==> src/rtl/csa_pkg.sv <==
// Shared types and constants for the carry-save accumulating sequencer.
package csa_pkg;

  // Sequencer states; encodings are fixed so they read the same in waveforms and docs.
  typedef enum logic [1:0] {
    IDLE    = 2'd0,
    ACCUM   = 2'd1,
    RESOLVE = 2'd2,
    DONE    = 2'd3
  } state_e;

  // Width of the operand counter and of res_count.
  localparam int unsigned COUNT_W = 4;

  // Ceiling log2 for elaboration-time sizing; clog2(1) is 0.
  function automatic int unsigned clog2(input int unsigned value);
    int unsigned result;
    int unsigned span;
    result = 0;
    span   = 1;
    while (span < value) begin
      span   = span << 1;
      result = result + 1;
    end
    return result;
  endfunction

endpackage

==> src/rtl/csa_accum_seq_if.sv <==
// Operand and result handshakes of the accumulating sequencer, bundled as one interface.
interface csa_accum_seq_if
  import csa_pkg::*;
#(
  parameter int unsigned WIDTH   = 4,
  parameter int unsigned MAX_OPS = 8
) ();

  // The accumulator is wide enough that MAX_OPS full-scale operands cannot overflow it.
  localparam int unsigned ACC_W = WIDTH + clog2(MAX_OPS);

  logic               op_valid;
  logic               op_ready;
  logic [WIDTH-1:0]   op_data;
  logic               op_last;
  logic               res_valid;
  logic               res_ready;
  logic [ACC_W-1:0]   res_sum;
  logic [COUNT_W-1:0] res_count;
  logic               res_trunc;
  logic               busy;

  // Producer/consumer side.
  modport master (
    output op_valid, op_data, op_last, res_ready,
    input  op_ready, res_valid, res_sum, res_count, res_trunc, busy
  );

  // Sequencer side.
  modport slave (
    input  op_valid, op_data, op_last, res_ready,
    output op_ready, res_valid, res_sum, res_count, res_trunc, busy
  );

endinterface

==> src/rtl/csa_3to2.sv <==
// Combinational 3:2 carry-save compressor: one full adder per bit, carry left unshifted.
module csa_3to2 #(
  parameter int unsigned W = 8
) (
  input  logic [W-1:0] a,
  input  logic [W-1:0] b,
  input  logic [W-1:0] c,
  output logic [W-1:0] sum,
  output logic [W-1:0] carry
);

  // Independent full adder per bit position; no carry ripples between bits.
  always_comb begin
    sum   = '0;
    carry = '0;
    for (int i = 0; i < int'(W); i++) begin
      sum[i]   = a[i] ^ b[i] ^ c[i];
      carry[i] = (a[i] & b[i]) | (a[i] & c[i]) | (b[i] & c[i]);
    end
  end

endmodule

==> src/rtl/csa_accum_seq.sv <==
// Accumulates a stream of operands in carry-save form, then resolves them with one
// carry-propagate add and presents the total on a valid/ready result port.
module csa_accum_seq
  import csa_pkg::*;
#(
  parameter int unsigned WIDTH   = 4,
  parameter int unsigned MAX_OPS = 8
) (
  input logic            clk,
  input logic            rst,
  csa_accum_seq_if.slave bus
);

  localparam int unsigned ACC_W = WIDTH + clog2(MAX_OPS);

  state_e             state;
  logic [ACC_W-1:0]   sum_vec;
  logic [ACC_W-1:0]   carry_vec;
  logic [COUNT_W-1:0] count;
  logic [ACC_W-1:0]   res_sum;
  logic [COUNT_W-1:0] res_count;
  logic               res_trunc;

  logic               accept;
  logic [COUNT_W-1:0] count_inc;
  logic               hit_max;
  logic [ACC_W-1:0]   csa_a;
  logic [ACC_W-1:0]   csa_b;
  logic [ACC_W-1:0]   csa_c;
  logic [ACC_W-1:0]   csa_sum;
  logic [ACC_W-1:0]   csa_carry;

  // Handshake decode and compressor inputs; IDLE treats the stale vectors as zero.
  always_comb begin
    bus.op_ready  = (state == IDLE) || (state == ACCUM);
    bus.res_valid = (state == DONE);
    bus.busy      = (state != IDLE);
    accept        = bus.op_valid && bus.op_ready;
    count_inc     = count + COUNT_W'(1);
    hit_max       = (32'(count_inc) == MAX_OPS);
    csa_a         = (state == IDLE) ? '0 : sum_vec;
    // The bit shifted out of carry_vec is always zero because ACC_W cannot overflow.
    csa_b         = (state == IDLE) ? '0 : (carry_vec << 1);
    csa_c         = {{(ACC_W - WIDTH){1'b0}}, bus.op_data};
  end

  // Drive result outputs from their holding registers.
  always_comb begin
    bus.res_sum   = res_sum;
    bus.res_count = res_count;
    bus.res_trunc = res_trunc;
  end

  csa_3to2 #(
    .W (ACC_W)
  ) u_csa (
    .a     (csa_a),
    .b     (csa_b),
    .c     (csa_c),
    .sum   (csa_sum),
    .carry (csa_carry)
  );

  // Sequencer FSM with its accumulator, counter and result registers.
  always_ff @(posedge clk or posedge rst) begin
    if (rst) begin
      state     <= IDLE;
      sum_vec   <= '0;
      carry_vec <= '0;
      count     <= '0;
      res_sum   <= '0;
      res_count <= '0;
      res_trunc <= 1'b0;
    end else begin
      unique case (state)
        IDLE: begin
          if (accept) begin
            sum_vec   <= csa_sum;
            carry_vec <= csa_carry;
            count     <= count_inc;
            res_trunc <= 1'b0;
            state     <= bus.op_last ? RESOLVE : ACCUM;
          end
        end
        ACCUM: begin
          if (accept) begin
            sum_vec   <= csa_sum;
            carry_vec <= csa_carry;
            count     <= count_inc;
            if (bus.op_last || hit_max) begin
              res_trunc <= !bus.op_last;
              state     <= RESOLVE;
            end
          end
        end
        RESOLVE: begin
          res_sum   <= sum_vec + (carry_vec << 1);
          res_count <= count;
          state     <= DONE;
        end
        DONE: begin
          if (bus.res_ready) begin
            sum_vec   <= '0;
            carry_vec <= '0;
            count     <= '0;
            state     <= IDLE;
          end
        end
        default: state <= IDLE;
      endcase
    end
  end

endmodule

==> src/flat_wrapper.sv <==
// flat-port wrapper written by rule: the top's interface ports become plain ports
module csa_accum_seq_flat import csa_pkg::*;
#(
  parameter int unsigned WIDTH   = 4,
  parameter int unsigned MAX_OPS = 8
)
  (clk, rst, bus_op_valid, bus_op_data, bus_op_last, bus_res_ready, bus_op_ready, bus_res_valid, bus_res_sum, bus_res_count, bus_res_trunc, bus_busy);
  csa_accum_seq_if #(.WIDTH(WIDTH), .MAX_OPS(MAX_OPS)) bus_i ();
  input logic clk;
  input logic rst;
  input wire logic [$bits(bus_i.op_valid)-1:0] bus_op_valid;
  input wire logic [$bits(bus_i.op_data)-1:0] bus_op_data;
  input wire logic [$bits(bus_i.op_last)-1:0] bus_op_last;
  input wire logic [$bits(bus_i.res_ready)-1:0] bus_res_ready;
  output wire logic [$bits(bus_i.op_ready)-1:0] bus_op_ready;
  output wire logic [$bits(bus_i.res_valid)-1:0] bus_res_valid;
  output wire logic [$bits(bus_i.res_sum)-1:0] bus_res_sum;
  output wire logic [$bits(bus_i.res_count)-1:0] bus_res_count;
  output wire logic [$bits(bus_i.res_trunc)-1:0] bus_res_trunc;
  output wire logic [$bits(bus_i.busy)-1:0] bus_busy;
  assign bus_i.op_valid = bus_op_valid;
  assign bus_i.op_data = bus_op_data;
  assign bus_i.op_last = bus_op_last;
  assign bus_i.res_ready = bus_res_ready;
  assign bus_op_ready = bus_i.op_ready;
  assign bus_res_valid = bus_i.res_valid;
  assign bus_res_sum = bus_i.res_sum;
  assign bus_res_count = bus_i.res_count;
  assign bus_res_trunc = bus_i.res_trunc;
  assign bus_busy = bus_i.busy;
  csa_accum_seq #(.WIDTH(WIDTH), .MAX_OPS(MAX_OPS)) u_core (.clk(clk), .rst(rst), .bus(bus_i));
endmodule
==> config.mk <==
export PLATFORM = sky130hd
export DESIGN_NAME = csa_accum_seq_flat
export DESIGN_NICKNAME = d
export VERILOG_FILES = /design/src/rtl/csa_pkg.sv /design/src/rtl/csa_accum_seq_if.sv /design/src/rtl/csa_3to2.sv /design/src/rtl/csa_accum_seq.sv /design/src/flat_wrapper.sv
export SDC_FILE = /design/constraint.sdc
export NUM_CORES = 1
export LEC_CHECK = 0
export CAP_MARGIN = 20
export CORE_MARGIN = 1
export CORE_UTILIZATION = 45
export CTS_CLUSTER_SIZE = 24
export DETAILED_ROUTE_END_ITERATION = 12
export GPL_ROUTABILITY_DRIVEN = 0
export PLACE_DENSITY = 0.67
export REMOVE_ABC_BUFFERS = 1
export SLEW_MARGIN = 20
export SYNTH_ARGS = -nofsm -noshare
export SYNTH_HDL_FRONTEND = slang
export SYNTH_SLANG_ARGS = --single-unit
==> constraint.sdc <==
create_clock -name clk -period 4.83 [get_ports clk]
set_input_delay 0.966 -clock clk [delete_from_list [all_inputs] [get_ports clk]]
set_output_delay 0.966 -clock clk [all_outputs]
set_load 0.02 [all_outputs]
## Yosys cells after proc, flatten, opt, wreduce, memory -nomap -nowiden

Index checks and enable logic that the tools add are counted.

- Output and inout bits: 15
- Memories: 0
- Word-level logic and storage cells: 83
- Memory bits (writable): 0
- Latch bits: 0
- Bits in registers: 31
- Bits in read-only memories: 0

- Shifts and indexed selects: 0
- Divide/modulo/power cells: 0
- Multiply operators: 0
- Order comparisons: 0
- $add $sub $neg: 2
- Bitwise operators: 33
- Reductions and logical operators: 12
- Equality and inequality tests: 9
- Mux-type cells: 20

Operators with widths:

| kind | count |
|---|---|
| $mux 7 | 4 |
| $and 1x1->1 | 14 |
| $pmux 7 s2 | 1 |
| $pmux 6 s2 | 1 |
| $xor 1x1->1 | 11 |
| $mux 2 | 5 |
| $mux 4 | 2 |
| $or 1x1->1 | 8 |
| $pmux 2 s4 | 1 |
| $pmux 4 s2 | 1 |
| $reduce_and 4->1 | 2 |
| $add 7x7->7 | 1 |
| $mux 6 | 1 |
| $ne 2x1->1 const B | 3 |
| $reduce_bool 2->1 | 3 |
| $add 4x1->4 const B | 1 |
| $eq 2x2->1 const B | 2 |
| $eq 4x4->1 const B | 1 |
| $ne 2x2->1 const B | 2 |
| $mux 1 | 3 |
| $reduce_and 3->1 | 1 |
| $eq 2x1->1 const B | 1 |
| $logic_not 2->1 | 1 |
| $logic_or 1x1->1 | 2 |
| other kinds (4) | 4 |

## Longest topological paths before layout

Gate-level depths: netlist (run 1).

- Word-level depth: 7
- Gate-level depth with buffers: 7

## Cells and area by module

From an unflattened synthesis (run 1), not the netlist that was laid out.

- Cell total of the unflattened synthesis: 141
- Area, all modules: 1751.7 µm²

Modules (own cells, without submodules):

| module | area each (µm²) | cells an instance | instances |
|---|---|---|---|
| csa_accum_seq | 1611.5 | 134 | 1 |
| csa_3to2 | 140.1 | 7 | 1 |

## Worst setup path before layout (run 1)

OpenSTA, ideal clock, no wires.

- Kind: register to output
- Start: register u_core.state[1]
- End: output bus_op_ready
- Path slack: 2.906 ns
- Arrival: 0.958 ns
- Path buffers: 0
- Stages on the path, launching flop included: 5
- Data required time: 3.864 ns
- Cell sequence: dfrtp_1 -> inv_1 -> ha_1 -> nor2_1 -> inv_1

- Cells in the longest elaborated chain, start to end: 2
- Elaborated cells on any way between the ends: 3
- Those cells by class: eq/ne (1); reduce/logical (2)

Ends and longest elaborated chain:

| element | RTL line | source |
|---|---|---|
| start, declared | csa_accum_seq.sv:16 | `state_e state;` |
| start signal, assigned | csa_accum_seq.sv:82 | `state <= bus.op_last ? RESOLVE : ACCUM;` |
| $eq 2x1->1 or $logic_not 2->1 (tied branches) | csa_accum_seq.sv:35 | `bus.op_ready = (state == IDLE) \|\| (state == ACCUM);` |
| $logic_or 1x1->1 (*) | csa_accum_seq.sv:35 |  |
| end, declared | flat_wrapper.sv:15 | `output wire logic [$bits(bus_i.op_ready)-1:0] bus_op_ready;` |

Every way passes the cells marked *; elsewhere a longest branch is shown, timed or not.

## Worst setup path after layout (run 1)

Same ends and word-level chain as after synthesis.

==> results by group, run 1 <==
Clock network
  • Resize count post-CTS: 0
  • # Post-CTS Setup Buffers: 0
  • Total CTS buffers: 5
  • Clk slew on worst S/H paths: approximately 0.060 ns
  • CTS Buffer Depth: 2
  • CTS tree: built
  • CTS root buffer: clkbuf_8
  • Clock insertion delay at the later pin of the skew report: 0.28 ns
  • Clk sink count: 31
  • Cts hold-fix bufs: 0
  • H-Tree Depth: 2

Place
  • Hpwl dp: 2160 um
  • Inst Count DP: approximately 210
  • Post-Place Cell Area: 1960 um2
  • Pre-CTS setup slack: 2.02 ns
  • IO Port Bufs: 23

Timing
  • Unrepaired setup endpoints after global routing: false
  • Worst Slack Setup Final: 1.72 ns
  • FMAX: 322 MHz
  • Worst hold margin: 0.483 ns
  • Period utilization: about 64%
  • Setup_tns: 0 ns
  • Count of final setup violators: 0
  • Slew headroom: 49.3%
  • Worst-margin pin slew: 0.761 ns
  • Minimum clock period: around 3.1 ns
  • Final hold violation count: 0
  • Final setup skew: 0.00458 ns
  • Fin. max-slew vios: 0

Pwr
  • Pwr dens: 677 nW/um2
  • Combinational power share: 52.6%
  • Int Pwr: ~0.00084 W
  • Sw Ratio: roughly two fifths
  • Peak VDD IR: 0.000315 V
  • Proportion of power drawn by flip-flops and latches: between 30% and 40%
  • Pleak: 0.956 nW
  • Clock Power Share: between 10% and 20%
  • NetSw: 0.000551 W

Final layout
  • Diode count: 0
  • Final Cell Area: 2060 um2
  • Non-Filler Instances: 219
  • Layout cells sized above 1: 13.3%
  • Area growth syn-to-layout: 20.9%
  • Layout fillers: 301
  • Final net count: 198

Critical path
  • Worst Path Max Fanout: 16
  • CP arrival: 2.14 ns
  • Worst R2R Setup Slack: 2.87 ns
  • WP data required: 3.86 ns
  • Crit path launch type: register
  • Setup CP Type: reg2out
  • FF-to-FF Start: u_core.state[1]$_DFFE_PP0P_
  • Setup crit start: u_core.state[1]$_DFFE_PP0P_
  • Critical path endpoint category: primary output

Synth
  • Yosys top cell by area: dfrtp_1
  • Count of cell types in the netlist: 35
  • Seq cells post-synth: 31
  • Number of synthesized flops with an enable pin: 0
  • Yosys top cell area share: 45.5%
  • Count leader, synth: dfrtp_1
  • Synth Area per Inst: 11.7 um2
  • Syn. warnings: 0
  • Mapped Cells: 146
  • Commonest cells in the netlist: dfrtp_1 (31), a22o_1 (14), ha_1 (13), nor2b_1 (10)
  • Async S/R FF share, synth: 100%
  • Synth area leaders: dfrtp_1 (46%), ha_1 (9.5%), a22o_1 (7.2%)
  • Most used DFF post-synth: dfrtp_1
  • Sequential area share after synthesis: 45.5%
  • Post-Syn Area: 1700 um2

Global route
  • Initial antenna violation count: 0
  • Total GRT Usage: 17.5%
  • Grt ovf: 0
  • Vias in the first global route: 1,188
  • Global-route wire length before repair: 5380 um
  • Largest net degree at the start of global routing: 32

Drt
  • Initial DRC Count: 50
  • DRC Markers: 0
  • Via-per-instance ratio: 5.37
  • Antenna-violating nets left: 0
  • DR vias: 1,176
  • Pre-antenna DRT Iters: 4
  • Routed WL per cell: 13.9 um
  • Final wirelength: 3040 um

Die
  • Die height: 63.5 um
  • Die ar.: 4040 um2
  • Initial Util: about 49%
  • # rows: 21
  • Core area: 3470 um2
  • I/O pins: 24
  • Die W: 63.5 um

Run
  • Maxcap violations: 0

Worst hold path
  • Hold Path Class: reg2reg
  • HP Start: u_core.bus.res_sum[5]$_DFFE_PP0P_

Run status
  • Outcome: completed
power groups by stage:
stage / logic, W / registers (W) / clock network [W]
2_1_floorplan: 0.000463 / 0.000481 / 0
3_3_place_gp: 0.000720 / 0.000441 / 0
3_5_place_dp: 0.000734 / 0.000446 / 0
4_1_cts: 0.000741 / 0.000442 / 0.000228
5_1_grt: 0.000809 / 0.000456 / 0.000238
6_report: 0.000734 / 0.000440 / 0.000221
worst max-delay path, cell delays in order (launching register included):
cell and delay (ns):
dfrtp_1 0.43, inv_1 0.13, ha_1 0.49, nor2_1 0.13
inv_1 0.10, clkdlybuf4s50_1 0.60
area by class of cell:
class	instances	area (um2)	share of cell area [%]
sequential	31	776	37.7
timing repair buffer	24	238	11.5
tap	46	57.6	2.79
multi-input combinational	101	855	41.5
clock buffer	8	100	4.86
inverter	9	33.8	1.64
sequential cells by signal, summed over array words and instances (netlist names):
signal,count
u_core.bus.res_count,4
u_core.bus.res_sum,7
u_core.bus.res_trunc,1
u_core.carry_vec,6
u_core.count,4
u_core.state,2
u_core.sum_vec,7
cell usage in the layout, fill, tap and decap left out, drive strengths merged:
cell            n
a21boi          1
a21o            1
a21oi           3
a22o           14
a31o            1
a31oi           2
and2            1
buf             1
clkbuf          8
clkdlybuf4s50  23
dfrtp          31
fa              4
ha             13
inv             9
mux2            9
mux2i           3
nand2           5
nand2b          3
nand3           4
nand4           2
nor2            6
nor2b          10
nor3            2
nor4            1
o21a            2
o21ai           6
o21ba           1
o221ai          1
o31ai           1
xnor2           4
xor2            1
cell families after synthesis:
| group | synth area share [%] |
|---|---|
| compound gates | 15.1 |
| buf+inv | 4.33 |
| mux | 7.71 |
| flops | 45.5 |
| fa+ha+maj | 14.2 |
| simple gates | 10.6 |
| xor+xnor | 2.57 |
per-stage QoR:
step	utilization, %	power (W)
6_report	59.4	0.00140
3_3_place_gp	56.5	0.00116
5_1_grt	59.4	0.00150
3_5_place_dp	56.5	0.00118
4_1_cts	59.4	0.00141
2_1_floorplan	-	0.000944
per-layer routing:
| layer | global-route usage [%] | up-vias | wire (um) |
|---|---|---|---|
| met1 | 21.7 | 586 | 1440 |
| met4 | 8.24 | 0 | 39 |
| li1 | - | 567 | - |
| met2 | 28.5 | 16 | 1480 |
| met5 | 0 | - | 0 |
| met3 | 4.17 | 7 | 87 |
worst paths after layout:
check | endpoint | depth (start not counted)
worst max-delay path | bus_op_ready | 5
worst min-delay path | u_core.bus.res_sum[5]$_DFFE_PP0P_ | 2
worst max register to register | u_core.sum_vec[1]$_DFFE_PP0P_ | 5
worst min register to register | u_core.bus.res_sum[5]$_DFFE_PP0P_ | 2
max in group asynchronous | u_core.carry_vec[5]$_DFFE_PP0P_ | 3
min in group asynchronous | u_core.bus.res_sum[0]$_DFFE_PP0P_ | 3
No activity file was read; power rests on OpenSTA's default activity.
==> run 2, diff against run 1 <==
--- a/config.mk
+++ b/config.mk
@@ -11,7 +11,7 @@
 export CTS_CLUSTER_SIZE = 24
 export DETAILED_ROUTE_END_ITERATION = 12
 export GPL_ROUTABILITY_DRIVEN = 0
-export PLACE_DENSITY = 0.67
+export PLACE_DENSITY = 0.69
 export REMOVE_ABC_BUFFERS = 1
 export SLEW_MARGIN = 20
 export SYNTH_ARGS = -nofsm -noshare
==> constraint.sdc (replaced) <==
create_clock -name clk -period 2.7 [get_ports clk]
set_input_delay 0.54 -clock clk [delete_from_list [all_inputs] [get_ports clk]]
set_output_delay 0.54 -clock clk [all_outputs]
set_load 0.02 [all_outputs]
==> run 2 against run 1 <==
  * Worst setup slack worse by 1.5 ns
  * First-iteration DRC count is 38% lower
  * Hold slack hardly changed
  * Routed wire length is 6.9% higher
  * Sequential power is 81% higher
  * Utilization is 0.87 points higher
  * Sequential share of layout area is 0.54 points lower
  * Power is 84% higher
  * Global-route usage is 1.1 points higher
  * Die area stayed put
  * Count of clock-buffer cells in the layout stayed put
  * Register-to-register slack worse by 2.1 ns
  * Critical path type unchanged
  * Largest cell class unchanged
  * Largest power group unchanged
==> results by group, run 2 (synthesis gave the netlist of run 1 again) <==
Place
  • Post-Place Cell Area: 1990 um2 (was 1960 um2)
  • IO Port Bufs: 23 (unchanged)
  • Pre-CTS setup slack: 0.541 ns (was 2.02 ns)
  • Inst Count DP: 215 (was 211)
  • Hpwl dp: 2370 um (was 2160 um)

Pwr
  • Peak VDD IR: 0.000698 V (was 0.000315 V)
  • Pleak: 0.975 nW (was 0.956 nW)
  • Pwr dens: 1230 nW/um2 (was 677 nW/um2)

Final layout
  • Most common cell after layout, fill and taps aside: dfrtp_1 (unchanged)
  • Final core utilization: 60.2% (was 59.4%)
  • Diode count: 0 (unchanged)
  • Final net count: 202 (was 198)
  • Most frequent cells in the layout: dfrtp_1 (31), clkdlybuf4s50_1 (23), a22o_1 (14) (unchanged)
  • Layout cells sized above 1: 15.3% (was 13.3%)
  • Non-Filler Instances: 223 (was 219)
  • Largest regs: u_core.bus.res_sum x7, u_core.sum_vec x7, u_core.carry_vec x6 (unchanged)
  • Final Cell Area: 2090 um2 (was 2060 um2)
  • Area growth syn-to-layout: 22.6% (was 20.9%)

Timing
  • Period utilization: 91.9%
  • Minimum clock period: 2.48 ns
  • Slew headroom: 63.2% (was 49.3%)
  • Worst-margin pin slew: 0.551 ns (was 0.761 ns)
  • Unrepaired setup endpoints after global routing: false (unchanged)
  • Count of final setup violators: 0 (unchanged)
  • FMAX: slightly above 400 MHz
  • Setup_tns: 0 ns (unchanged)
  • Final setup skew: 0.00699 ns (was 0.00458 ns)
  • Worst Slack Setup Final: 0.220 ns (was 1.72 ns)
  • Fin. max-slew vios: 0 (unchanged)
  • Final hold violation count: 0 (unchanged)

Drt
  • Initial DRC Count: 31 (was 50)
  • Final wirelength: 3250 um (was 3040 um)
  • DR vias: 1,218 (was 1,176)
  • Pre-antenna DRT Iters: 3 (was 4)
  • DRC Markers: 0 (unchanged)
  • Via-per-instance ratio: 5.46 (was 5.37)
  • Antenna-violating nets left: 0 (unchanged)
  • Routed WL per cell: 14.6 um (was 13.9 um)

Critical path
  • Setup CP Type: reg2out (unchanged)
  • CP peak stage delay: 0.60 ns (about the same)
  • CP most frequent cell: inv_1 (unchanged)
  • R2R depth: 6 (was 5)
  • CP arrival: 1.94 ns (was 2.14 ns)
  • CP Cell Sequence: inv_1 -> ha_1 -> buf_4 -> inv_1 -> clkdlybuf4s50_1 (was inv_1 -> ha_1 -> nor2_1 -> inv_1 -> clkdlybuf4s50_1)
  • WP data required: 2.16 ns (was 3.86 ns)
  • R2R Path End: u_core.sum_vec[1]$_DFFE_PP0P_ (unchanged)
  • FF-to-FF Start: u_core.state[1]$_DFFE_PP0P_ (unchanged)
  • CP max stage cell: clkdlybuf4s50_1 (unchanged)
  • Crit path launch type: register (unchanged)
  • Worst Path Max Fanout: 13 (was 16)
  • Critical path endpoint category: primary output (unchanged)
  • Worst R2R Setup Slack: 0.81 ns (was 2.87 ns)

Worst hold path
  • WHS Path Cells: 2 (unchanged)
  • Worst Hold End: u_core.bus.res_sum[2]$_DFFE_PP0P_ (was u_core.bus.res_sum[5]$_DFFE_PP0P_)
  • Hold Path Class: reg2reg (unchanged)
  • HP Start: u_core.bus.res_sum[2]$_DFFE_PP0P_ (was u_core.bus.res_sum[5]$_DFFE_PP0P_)

Clock network
  • CTS Buffer Depth: 2 (unchanged)
  • Clk sink count: 31 (unchanged)
  • Cts hold-fix bufs: 0 (unchanged)
  • Resize count post-CTS: 0 (unchanged)
  • Total CTS buffers: 5 (unchanged)
  • # Post-CTS Setup Buffers: 0 (unchanged)
  • CTS tree: built (unchanged)
  • H-Tree Depth: 2 (unchanged)
  • Clk slew on worst S/H paths: 0.07 ns (was 0.06 ns)
  • Clock insertion delay at the later pin of the skew report: 0.29 ns (was 0.28 ns)
  • CTS root buffer: clkbuf_8 (unchanged)

Global route
  • Vias in the first global route: 1,277 (was 1,188)
  • Initial antenna violation count: 0 (unchanged)
  • Largest net degree at the start of global routing: 32 (unchanged)
  • Grt ovf: 0 (unchanged)
  • Total GRT Usage: 18.6% (was 17.5%)
  • Global-route wire length before repair: 5710 um (was 5380 um)

Die
  • Die ar.: 4040 um2 (unchanged)
  • Die height: 63.5 um (unchanged)
  • Die W: 63.5 um (unchanged)
  • # rows: 21 (unchanged)
  • Core area: 3470 um2 (unchanged)
  • I/O pins: 24 (unchanged)
  • Initial Util: 49.1% (unchanged)

Run status
  • Outcome: completed (unchanged)

Run
  • Maxcap violations: 0 (unchanged)
[run 2: final cells by class]
class,instances,area [um2]
Inverter,9,33.8
Timing Repair Buffer,28,268
Tap cell,46,57.6
Sequential cell,31,776
Multi-Input combinational cell,101,855
Clock buffer,8,100
Fill cell,317,1380
[run 2: how the worst max path moves through the flow]
| stage | startpoint | end | slack, ns | cells past startpoint |
|---|---|---|---|---|
| after floorplan | u_core.state[1]$_DFFE_PP0P_ | u_core.sum_vec[1]$_DFFE_PP0P_ | 0.95 | 5 |
| after global placement | u_core.state[0]$_DFFE_PP0P_ | bus_busy | 0.62 | 5 |
| after detailed placement | u_core.state[1]$_DFFE_PP0P_ | bus_busy | 0.54 | 5 |
| after CTS | u_core.state[1]$_DFFE_PP0P_ | bus_busy | 0.23 | 5 |
| after global routing | u_core.state[1]$_DFFE_PP0P_ | bus_busy | 0.16 | 5 |
| final | u_core.state[1]$_DFFE_PP0P_ | bus_busy | 0.22 | 5 |
[run 2: stage by stage]
step           hold WS [ns]  power [W]
2_1_floorplan         0.481    0.00169
3_3_place_gp          0.466    0.00212
3_5_place_dp          0.473    0.00217
4_1_cts               0.489    0.00259
5_1_grt               0.507    0.00277
6_report              0.483    0.00256
[run 2: per-layer routing]
metal	GRT usage, %	part of all wire (%)	vias up
li1	-	-	575
met4	8.52	1.9	0
met5	0	0	-
met1	22.4	45	613
met3	6.16	3.9	9
met2	29.9	49	21
[run 2: power by group]
group          switching [W]  total [W]  internal, W  leakage, nW
combinational       0.000695    0.00136     0.000667        0.522
sequential          0.000143   0.000796     0.000653        0.401
clock               0.000174   0.000407     0.000232       0.0515
[run 2: critical path, delay by kind of cell, from the launching register on]
family                     cells  cell delay, ns
DFF                            1            0.43
adders and majority gates      1            0.23
buffers and inverters          4            0.99
==> run 3, diff against run 2 <==
--- a/config.mk
+++ b/config.mk
@@ -6,12 +6,11 @@
 export NUM_CORES = 1
 export LEC_CHECK = 0
 export CAP_MARGIN = 20
-export CORE_MARGIN = 1
 export CORE_UTILIZATION = 45
-export CTS_CLUSTER_SIZE = 24
+export CTS_CLUSTER_SIZE = 20
 export DETAILED_ROUTE_END_ITERATION = 12
 export GPL_ROUTABILITY_DRIVEN = 0
-export PLACE_DENSITY = 0.69
+export PLACE_DENSITY = 0.7
 export REMOVE_ABC_BUFFERS = 1
 export SLEW_MARGIN = 20
 export SYNTH_ARGS = -nofsm -noshare
==> run 3 against run 2 <==
  * Power fell by 3.5%
  * Hold slack got worse by 0.0014 ns
  * Clock skew barely moved
  * Sequential share of layout area rose by 0.50 points
  * Worst setup slack improved by 0.031 ns
  * Non-clock buffer count did not move
  * Die area did not move
  * Utilization fell by 0.79 points
  * Global-route usage fell by 0.47 points
  * Clock power fell by 19%
  * First-iteration DRC count rose by 120%
  * Largest cell class unchanged
  * Largest power group unchanged
  * Highest routed layer unchanged
==> results by group, run 3 (synthesis gave the netlist of run 1 again) <==
Run status
  • Outcome: completed (unchanged)

Global route
  • Grt ovf: 0 (unchanged)
  • Total GRT Usage: 18.2% (was 18.6%)
  • Global-route wire length before repair: 5600 um (was 5710 um)
  • Vias in the first global route: 1,248 (was 1,277)
  • Largest net degree at the start of global routing: 32 (unchanged)
  • Initial antenna violation count: 0 (unchanged)

Critical path
  • Setup CP Type: reg2out (unchanged)
  • WP data required: 2.16 ns (about the same)
  • Critical path endpoint category: primary output (unchanged)
  • Worst Path Max Fanout: 13 (unchanged)
  • CP arrival: 1.91 ns (was 1.94 ns)
  • Crit path launch type: register (unchanged)

Place
  • Inst Count DP: 215 (unchanged)
  • IO Port Bufs: 23 (unchanged)
  • Hpwl dp: 2290 um (was 2370 um)

Drt
  • DRC Markers: 0 (unchanged)
  • Routed WL per cell: 14.2 um (was 14.6 um)
  • DR vias: 1,200 (was 1,218)
  • Final wirelength: 3140 um (was 3250 um)
  • Initial DRC Count: 69 (was 31)
  • Antenna-violating nets left: 0 (unchanged)
  • Pre-antenna DRT Iters: 4 (was 3)
  • Via-per-instance ratio: 5.43 (was 5.46)

Timing
  • Slew headroom: 62.3% (was 63.2%)
  • Worst-margin pin slew: 0.566 ns (was 0.551 ns)
  • Final hold violation count: 0 (unchanged)
  • Final setup skew: 0.00699 ns (about the same)
  • Worst hold margin: 0.481 ns (was 0.483 ns)
  • Unrepaired setup endpoints after global routing: false (unchanged)
  • Count of final setup violators: 0 (unchanged)
  • Period utilization: 90.7% (was 91.9%)
  • Minimum clock period: 2.45 ns (was 2.48 ns)
  • FMAX: 408 MHz (was 403 MHz)
  • Fin. max-slew vios: 0 (unchanged)
  • Setup_tns: 0 ns (unchanged)

Clock network
  • Resize count post-CTS: 0 (unchanged)
  • CTS root buffer: clkbuf_8 (unchanged)
  • CTS Buffer Depth: 2 (unchanged)
  • Total CTS buffers: 5 (unchanged)
  • Clk sink count: 31 (unchanged)
  • CTS tree: built (unchanged)
  • Clk slew on worst S/H paths: 0.06 ns (was 0.07 ns)
  • Cts hold-fix bufs: 0 (unchanged)
  • H-Tree Depth: 2 (unchanged)
  • # Post-CTS Setup Buffers: 0 (unchanged)
  • Clock insertion delay at the later pin of the skew report: 0.28 ns (was 0.29 ns)

Final layout
  • Most common cell after layout, fill and taps aside: dfrtp_1 (unchanged)
  • Diode count: 0 (unchanged)
  • Largest regs: u_core.bus.res_sum x7, u_core.sum_vec x7, u_core.carry_vec x6 (unchanged)
  • Layout cells sized above 1: 14.3% (was 15.3%)
  • Most frequent cells in the layout: dfrtp_1 (31), clkdlybuf4s50_1 (23), a22o_1 (14) (unchanged)
  • Final net count: 202 (unchanged)
  • Layout fillers: 302 (was 317)
  • Area growth syn-to-layout: 21.0% (was 22.6%)
  • Non-Filler Instances: 221 (was 223)

Pwr
  • Int Pwr: 0.00149 W (was 0.00155 W)
  • Clock Power Share: 13.3% (was 15.9%)
  • Pleak: 0.961 nW (was 0.975 nW)
  • Pwr dens: 1200 nW/um2 (was 1230 nW/um2)
  • Proportion of power drawn by flip-flops and latches: 32.0% (was 31.0%)
  • Peak VDD IR: 0.000519 V (was 0.000698 V)
  • Combinational power share: 54.6% (was 53.1%)
  • NetSw: 0.000985 W (was 0.00101 W)
  • Sw Ratio: 39.8% (was 39.5%)

Die
  • Initial Util: 49.1% (unchanged)
  • Die ar.: 4040 um2 (unchanged)
  • # rows: 21 (unchanged)
  • Die W: 63.5 um (unchanged)
  • I/O pins: 24 (unchanged)
  • Die height: 63.5 um (unchanged)
  • Core area: 3470 um2 (unchanged)

Run
  • Maxcap violations: 0 (unchanged)

Worst hold path
  • Hold Path Class: reg2reg (unchanged)
==> run 3: changes by cell type in the layout (fill, tap and decap cells not counted), sizes merged <==
cell    before  now
clkbuf       8    6
==> run 3: layout make-up <==
class | count | area [um2] | area share, %
multi-input cells | 101 | 855 | 41.4
inverters | 9 | 33.8 | 1.64
clock buffers | 6 | 72.6 | 3.52
flip-flops and latches | 31 | 776 | 37.6
well taps | 46 | 57.6 | 2.79
repair buffers | 28 | 268 | 13.0
==> run 3: path summary, 6_finish.rpt <==
path | start | to | slack, ns | cells after the start
worst max register to register | u_core.state[0]$_DFFE_PP0P_ | u_core.sum_vec[1]$_DFFE_PP0P_ | 0.83 | 6
max in group asynchronous | rst | u_core.bus.res_count[3]$_DFFE_PP0P_ | 1.76 | 3
worst max-delay path | u_core.state[0]$_DFFE_PP0P_ | bus_busy | 0.25 | 5
worst min-delay path | u_core.bus.res_sum[5]$_DFFE_PP0P_ | u_core.bus.res_sum[5]$_DFFE_PP0P_ | 0.48 | 2
worst min register to register | u_core.bus.res_sum[5]$_DFFE_PP0P_ | u_core.bus.res_sum[5]$_DFFE_PP0P_ | 0.48 | 2
min in group asynchronous | rst | u_core.bus.res_sum[0]$_DFFE_PP0P_ | 0.65 | 3
==> run 3: per-layer routing <==
layer / vias up / wire length [um] / share of wire (%) / global-route usage (%)
li1: 572 / - / - / -
met1: 595 / 1470 / 47 / 22.4
met2: 27 / 1520 / 48 / 29.8
met3: 6 / 134 / 4.3 / 5.62
met4: 0 / 15 / 0.48 / 6.25
met5: - / 0 / 0 / 0
==> run 3: stage by stage <==
stage	total power, W	cell area, um2	utilization (%)	setup slack [ns]
2_1_floorplan	0.00169	1660	-	0.952
3_3_place_gp	0.00211	1990	57.4	0.617
3_5_place_dp	0.00215	1990	57.4	0.540
4_1_cts	0.00250	2060	59.5	0.241
5_1_grt	0.00268	2060	59.5	0.139
6_report	0.00247	2060	59.5	0.251
==> run 3: worst max-delay path, cell delays in order (launching register included) <==
cell             delay [ns]
dfrtp_1                0.41
inv_1                  0.10
ha_1                   0.24
buf_4                  0.19
inv_1                  0.09
clkdlybuf4s50_1        0.60
==> run 3: power groups by stage <==
| stage | registers (W) | logic (W) | clock network, W |
|---|---|---|---|
| 6_report | 0.000793 | 0.00135 | 0.000329 |
| 5_1_grt | 0.000820 | 0.00149 | 0.000366 |
| 4_1_cts | 0.000794 | 0.00137 | 0.000342 |
| 3_5_place_dp | 0.000801 | 0.00135 | 0 |
| 3_3_place_gp | 0.000790 | 0.00132 | 0 |
| 2_1_floorplan | 0.000860 | 0.000828 | 0 |
